### src/rtl/hex_scan_driver_if.sv
// Debug-nibble / seven-segment bundle between the debug selector and hex_scan_driver.
// The master is the selector side; the slave is the scan driver.
interface hex_scan_driver_if;
  logic [3:0] Hex7;
  logic [3:0] Hex6;
  logic [3:0] Hex5;
  logic [3:0] Hex4;
  logic       Freeze;
  logic [6:0] Seg;
  logic [3:0] DigitEn;
  logic       FrameStrobe;

  modport master (
    output Hex7, Hex6, Hex5, Hex4, Freeze,
    input  Seg, DigitEn, FrameStrobe
  );

  modport slave (
    input  Hex7, Hex6, Hex5, Hex4, Freeze,
    output Seg, DigitEn, FrameStrobe
  );
endinterface

### src/rtl/hex_scan_driver.sv
// Captures a 4-nibble debug frame and time-multiplexes it onto an active-low 7-segment bus.
// Optional macro HEX_SCAN_LEAD_ZERO_BLANK_EN blanks leading-zero digits (Hex4 never blanked).
module hex_scan_driver #(
  parameter int DIGIT_TICKS = 50000
) (
  input  logic            Clk,
  input  logic            Reset,
  hex_scan_driver_if.slave bus
);

  localparam int CNT_W = (DIGIT_TICKS > 1) ? $clog2(DIGIT_TICKS) : 1;
  localparam logic [CNT_W-1:0] LAST_TICK = CNT_W'(DIGIT_TICKS - 1);

  typedef enum logic {BLANK, DRIVE} state_t;

  state_t           r_state;
  logic [1:0]       r_idx;
  logic [CNT_W-1:0] r_cnt;
  logic [15:0]      r_frame;
  logic             r_strobe;
  logic [6:0]       r_seg;
  logic [3:0]       r_digit_en;

  logic             w_load;
  logic [15:0]      w_frame;
  logic [3:0]       w_nib;
  logic             w_lead_zero;
  logic [6:0]       w_seg;

  function automatic logic [6:0] decode(input logic [3:0] nib);
    case (nib)
      4'h0: return 7'h40;
      4'h1: return 7'h79;
      4'h2: return 7'h24;
      4'h3: return 7'h30;
      4'h4: return 7'h19;
      4'h5: return 7'h12;
      4'h6: return 7'h02;
      4'h7: return 7'h78;
      4'h8: return 7'h00;
      4'h9: return 7'h10;
      4'hA: return 7'h08;
      4'hB: return 7'h03;
      4'hC: return 7'h46;
      4'hD: return 7'h21;
      4'hE: return 7'h06;
      4'hF: return 7'h0E;
    endcase
  endfunction

  // Segment value for the slot about to start; sees a frame being loaded this same cycle.
  always_comb begin
    // NOTE: every always_comb output gets a default first so no latch is inferred.
    w_nib       = w_frame[3:0];
    w_lead_zero = 1'b0;
    w_load      = (r_state == BLANK) && (r_idx == 2'd0) && !bus.Freeze;
    w_frame     = w_load ? {bus.Hex7, bus.Hex6, bus.Hex5, bus.Hex4} : r_frame;
    case (r_idx)
      2'd0: begin w_nib = w_frame[15:12]; w_lead_zero = (w_frame[15:12] == 4'h0); end
      2'd1: begin w_nib = w_frame[11:8];  w_lead_zero = (w_frame[15:8]  == 8'h0); end
      2'd2: begin w_nib = w_frame[7:4];   w_lead_zero = (w_frame[15:4]  == 12'h0); end
      2'd3: begin w_nib = w_frame[3:0];   w_lead_zero = 1'b0; end
    endcase
`ifdef HEX_SCAN_LEAD_ZERO_BLANK_EN
    w_seg = w_lead_zero ? 7'h7F : decode(w_nib);
`else
    w_seg = decode(w_nib);
`endif
  end

  always_ff @(posedge Clk or posedge Reset) begin
    if (Reset) begin
      // NOTE: the shadow frame is reset too; a frozen display must come up showing zeros.
      r_state    <= BLANK;
      r_idx      <= 2'd0;
      r_cnt      <= '0;
      r_frame    <= 16'h0;
      r_strobe   <= 1'b0;
      r_seg      <= 7'h7F;
      r_digit_en <= 4'hF;
    end else begin
      // NOTE: sequential state uses non-blocking assignments only.
      r_strobe <= w_load;
      case (r_state)
        BLANK: begin
          if (w_load) r_frame <= w_frame;
          r_seg      <= w_seg;
          r_digit_en <= ~(4'b1000 >> r_idx);
          r_state    <= DRIVE;
        end
        DRIVE: begin
          if (r_cnt == LAST_TICK) begin
            r_cnt      <= '0;
            r_idx      <= r_idx + 2'd1;
            r_seg      <= 7'h7F;
            r_digit_en <= 4'hF;
            r_state    <= BLANK;
          end else begin
            r_cnt <= r_cnt + 1'b1;
          end
        end
      endcase
    end
  end

  assign bus.Seg         = r_seg;
  assign bus.DigitEn     = r_digit_en;
  assign bus.FrameStrobe = r_strobe;

endmodule

### src/flat_wrapper.sv
// flat-port wrapper written by rule: the top's interface ports become plain ports
module hex_scan_driver_flat 
#(
  parameter int DIGIT_TICKS = 50000
)
  (Clk, Reset, bus_Hex7, bus_Hex6, bus_Hex5, bus_Hex4, bus_Freeze, bus_Seg, bus_DigitEn, bus_FrameStrobe);
  hex_scan_driver_if bus_i ();
  input  logic Clk;
  input  logic Reset;
  input wire logic [$bits(bus_i.Hex7)-1:0] bus_Hex7;
  input wire logic [$bits(bus_i.Hex6)-1:0] bus_Hex6;
  input wire logic [$bits(bus_i.Hex5)-1:0] bus_Hex5;
  input wire logic [$bits(bus_i.Hex4)-1:0] bus_Hex4;
  input wire logic [$bits(bus_i.Freeze)-1:0] bus_Freeze;
  output wire logic [$bits(bus_i.Seg)-1:0] bus_Seg;
  output wire logic [$bits(bus_i.DigitEn)-1:0] bus_DigitEn;
  output wire logic [$bits(bus_i.FrameStrobe)-1:0] bus_FrameStrobe;
  assign bus_i.Hex7 = bus_Hex7;
  assign bus_i.Hex6 = bus_Hex6;
  assign bus_i.Hex5 = bus_Hex5;
  assign bus_i.Hex4 = bus_Hex4;
  assign bus_i.Freeze = bus_Freeze;
  assign bus_Seg = bus_i.Seg;
  assign bus_DigitEn = bus_i.DigitEn;
  assign bus_FrameStrobe = bus_i.FrameStrobe;
  hex_scan_driver #(.DIGIT_TICKS(DIGIT_TICKS)) u_core (.Clk(Clk), .Reset(Reset), .bus(bus_i));
endmodule
### config.mk
export PLATFORM = sky130hd
export DESIGN_NAME = hex_scan_driver_flat
export DESIGN_NICKNAME = d
export VERILOG_FILES = /design/src/rtl/hex_scan_driver_if.sv /design/src/rtl/hex_scan_driver.sv /design/src/flat_wrapper.sv
export SDC_FILE = /design/constraint.sdc
export NUM_CORES = 1
export LEC_CHECK = 0
export CORE_ASPECT_RATIO = 0.8
export CORE_MARGIN = 1.5
export CORE_UTILIZATION = 62
export CTS_BUF_LIST = sky130_fd_sc_hd__clkbuf_4 sky130_fd_sc_hd__clkbuf_8
export CTS_CLUSTER_DIAMETER = 200
export DETAILED_ROUTE_END_ITERATION = 16
export PLACE_DENSITY = 0.92
export REMOVE_ABC_BUFFERS = 1
export SETUP_SLACK_MARGIN = 0.02
export SLEW_MARGIN = 20
export SYNTH_ARGS = -nofsm -noshare
export SYNTH_HDL_FRONTEND = slang
export SYNTH_SLANG_ARGS = --single-unit
### constraint.sdc
create_clock -name Clk -period 6.7 [get_ports Clk]
set_clock_uncertainty 0.2 [all_clocks]
set_input_delay 1.005 -clock Clk [delete_from_list [all_inputs] [get_ports Clk]]
set_output_delay 1.005 -clock Clk [all_outputs]
set_load 0.05 [all_outputs]
==> flow_summary.ini <==
[detailed_routing]
drc = 0
first_pass_iters = 4
first_iter_violations = 176
antenna_left = 0
vias = 2124
avgRoutedWirePerCell_microns = 16.49
drt_wl_total_microns = 5738
post_drt_via_cell_ratio = 6.103

[worst_setup_path]
reg2regPathDepth = 14
critPathLaunchType = input port
crit_fanout = 15
worstSetupStartpoint = bus_Freeze
endpoint_kind = flop
rrSetupSlack_ps = 2310
slowest_stage = nor3b_4
regToRegEndpoint = u_core.bus.Seg[3]
worstReg2RegStart = u_core.r_idx[0]
slowest_delay_ps = 680
arrival_ps = 4800
path_cells = clkdlybuf4s50_1 > nor3b_4 > mux2_2 > a2111oi_0 > a21oi_1 > inv_1 > ha_1 > nor3b_1 > o21ai_0 > o21ai_0 > nor4_1 > a31o_2 > a21oi_1
endpoint = u_core.bus.Seg[3]
crit_type = in -> reg
required_ps = 6730

[sta]
tightest_slew_ps = 960.5
setup_viol = 0
drv_slew = 0
hold_viol = 0
hold_slack_ps = 294.1
timing.fmax_ghz = 0.2100
fin_tns_setup_ps = 0
slew-limit-headroom_pct = 35.87
min_period_ps = 4762
rsz0062_at_grt = false
post-route-period-util_pct = 71.07

[power]
p_leak_nw = 1.296
peakVddDrop_uv = 134.2
p_per_area_mw_per_mm2 = 198.1
totalPowerFinal_mw = 0.6249

[global_route]
overflow = 0
grt.total_usage_pct = 25.88
antenna_found_initial = 0
grt_start_max_net_pins = 48
grt_pass1_vias = 2056
grt_pass1_wl_microns = 9522

[clock_network]
cts_hold_buffers = 0
htree_num_levels = 2
postCtsSetupBuffers = 0
cts_resized = 0
cts_tree = yes
cts.sinks = 47
cts_root_buffer = clkbuf_8
worst_skew_pair.late_latency_ps = 300
cts_made_buffers = 5
cts.reportedPaths.clkPinSlew_ps = 90
clock_tree.buffer_depth = 2

[job]
cap_viol_max_count = 0

[logic_synthesis]
synth-seq-cells = 47
ys_seq_area_share_pct = 44.05
ys_types = 50
postSynthAreaPerCell_sq_um = 10.19
synth_top_cell_area_share_pct = 33.35
ys_warn_count = 0
synth_area_leader_cell = dfrtp_1
synthArstFlopShare_pct = 100.0
netlist_area_sq_mm = 0.002701
synth_area_leaders = dfrtp_1 (33%), dfstp_2 (11%), ha_1 (5.6%), mux2i_1 (5.6%), mux2_2 (5.4%)
syn_inst = 265
synth_edf_count = 0
yosys_most_used_dff = dfrtp_1

[cells_and_area]
final_cell_mix = nand2_1 (37), dfrtp_1 (36), clkdlybuf4s50_1 (30)
area_delta_synth_final_pct = 16.77
layout.cells.non_filler = 348
multi_input_area_sq_mm = 0.001396
fill_cells = 274
drive_above_1_share_pct = 14.43
final_cell_area_sq_mm = 0.003154
regArea_sq_mm = 0.001190
fin_nets = 321
diodes = 0
final_common_cell = nand2_1

[hold_path]
hold_class = reg -> reg

[floorplanning]
coreArea_sq_mm = 0.004178
die_width_microns = 76.80
rows = 21
dieArea_sq_mm = 0.004765
ios = 31
start_util_pct = 64.66
die_h_microns = 62.04

[placement]
dp.cells = 340
dp_hpwl_microns = 3910
io_buffers = 30
dpl_cell_area_sq_mm = 0.003007
globalplace.congestion = 0.9176

[status]
status = completed
worst max-delay path, delay by kind of cell:
family                     cells  cell delay (ps)
muxes                          1              420
adders and majority gates      1              290
buffers and inverters          2              680
AOI/OAI and AO/OA              6             1440
and+or+nand+nor                3              950
metrics by stage:
| step | worst slack (ps) | utilization [%] |
|---|---|---|
| finish | 1938 | 75.50 |
| CTS | 2028 | 75.23 |
| global placement | 1947 | 71.97 |
| floorplan | 2230 | - |
| detailed placement | 1761 | 71.97 |
| global route | 1748 | 75.50 |
worst min path at each step:
stage | from | endpoint | slack (ps) | cells past startpoint
global route | u_core.r_cnt[12] | u_core.r_cnt[12] | 310 | 1
detailed placement | u_core.r_cnt[12] | u_core.r_cnt[12] | 280 | 1
global placement | u_core.r_cnt[12] | u_core.r_cnt[12] | 280 | 1
floorplan | u_core.r_frame[13] | u_core.r_frame[13] | 250 | 2
CTS | u_core.r_cnt[12] | u_core.r_cnt[12] | 290 | 1
finish | u_core.r_cnt[12] | u_core.r_cnt[12] | 290 | 1
sequential cells by signal, summed over array words and instances (netlist names):
register	flops
u_core.bus.DigitEn	4
u_core.bus.FrameStrobe	1
u_core.bus.Seg	7
u_core.r_cnt	16
u_core.r_frame	16
u_core.r_idx	2
u_core.r_state	1
power by group:
group | leakage, nW | internal [mW] | switching (mW) | total [mW]
clock | 0.0688 | 0.153 | 0.0963 | 0.250
sequential | 0.582 | 0.296 | 0.00538 | 0.302
combinational | 0.645 | 0.0309 | 0.0427 | 0.0736
total | 1.30 | 0.481 | 0.144 | 0.625
synthesized netlist by cell type, types with 4 or more instances:
library cell,n
mux2i_1,15
and3_1,6
dfstp_2,11
xor2_1,7
nor2_1,19
o211ai_1,4
xnor2_1,6
inv_1,14
ha_1,12
o21ai_0,11
mux2_2,13
nand3_1,4
dfrtp_1,36
a21oi_1,10
nand2_1,37
nor3_1,5
clkbuf_1,7
cells by family (layout without fill, tap and decap cells):
group                    after synthesis  after routing  synth area share (%)
AO/OA/AOI/OAI                         46             46                 12.92
XOR/XNOR                              13             13                 4.215
multiplexers                          28             28                 10.98
AND/OR/NAND/NOR                       92             92                 17.60
buffers and inverters                 27             53                 4.678
flip-flops                            47             47                 44.05
adder cells (fa/ha/maj)               12             12                 5.558
final cells by class:
| type | count | area share, % |
|---|---|---|
| timing repair buffer | 31 | 9.758 |
| sequential | 47 | 37.72 |
| clock inverter | 2 | 1.904 |
| clock buffer | 6 | 2.420 |
| inverter | 14 | 1.666 |
| multi-input combinational | 191 | 44.27 |
| tap | 57 | 2.261 |
metal layers:
| metal | global-route usage, % | up-vias | share of wire (%) |
|---|---|---|---|
| met5 | 0 | - | 0 |
| met4 | 12.43 | 0 | 1.9 |
| met3 | 4.818 | 18 | 5.4 |
| met2 | 42.48 | 78 | 47 |
| met1 | 34.30 | 1040 | 46 |
| li1 | - | 988 | - |
Note: power is estimated with default switching activity, not from simulation.
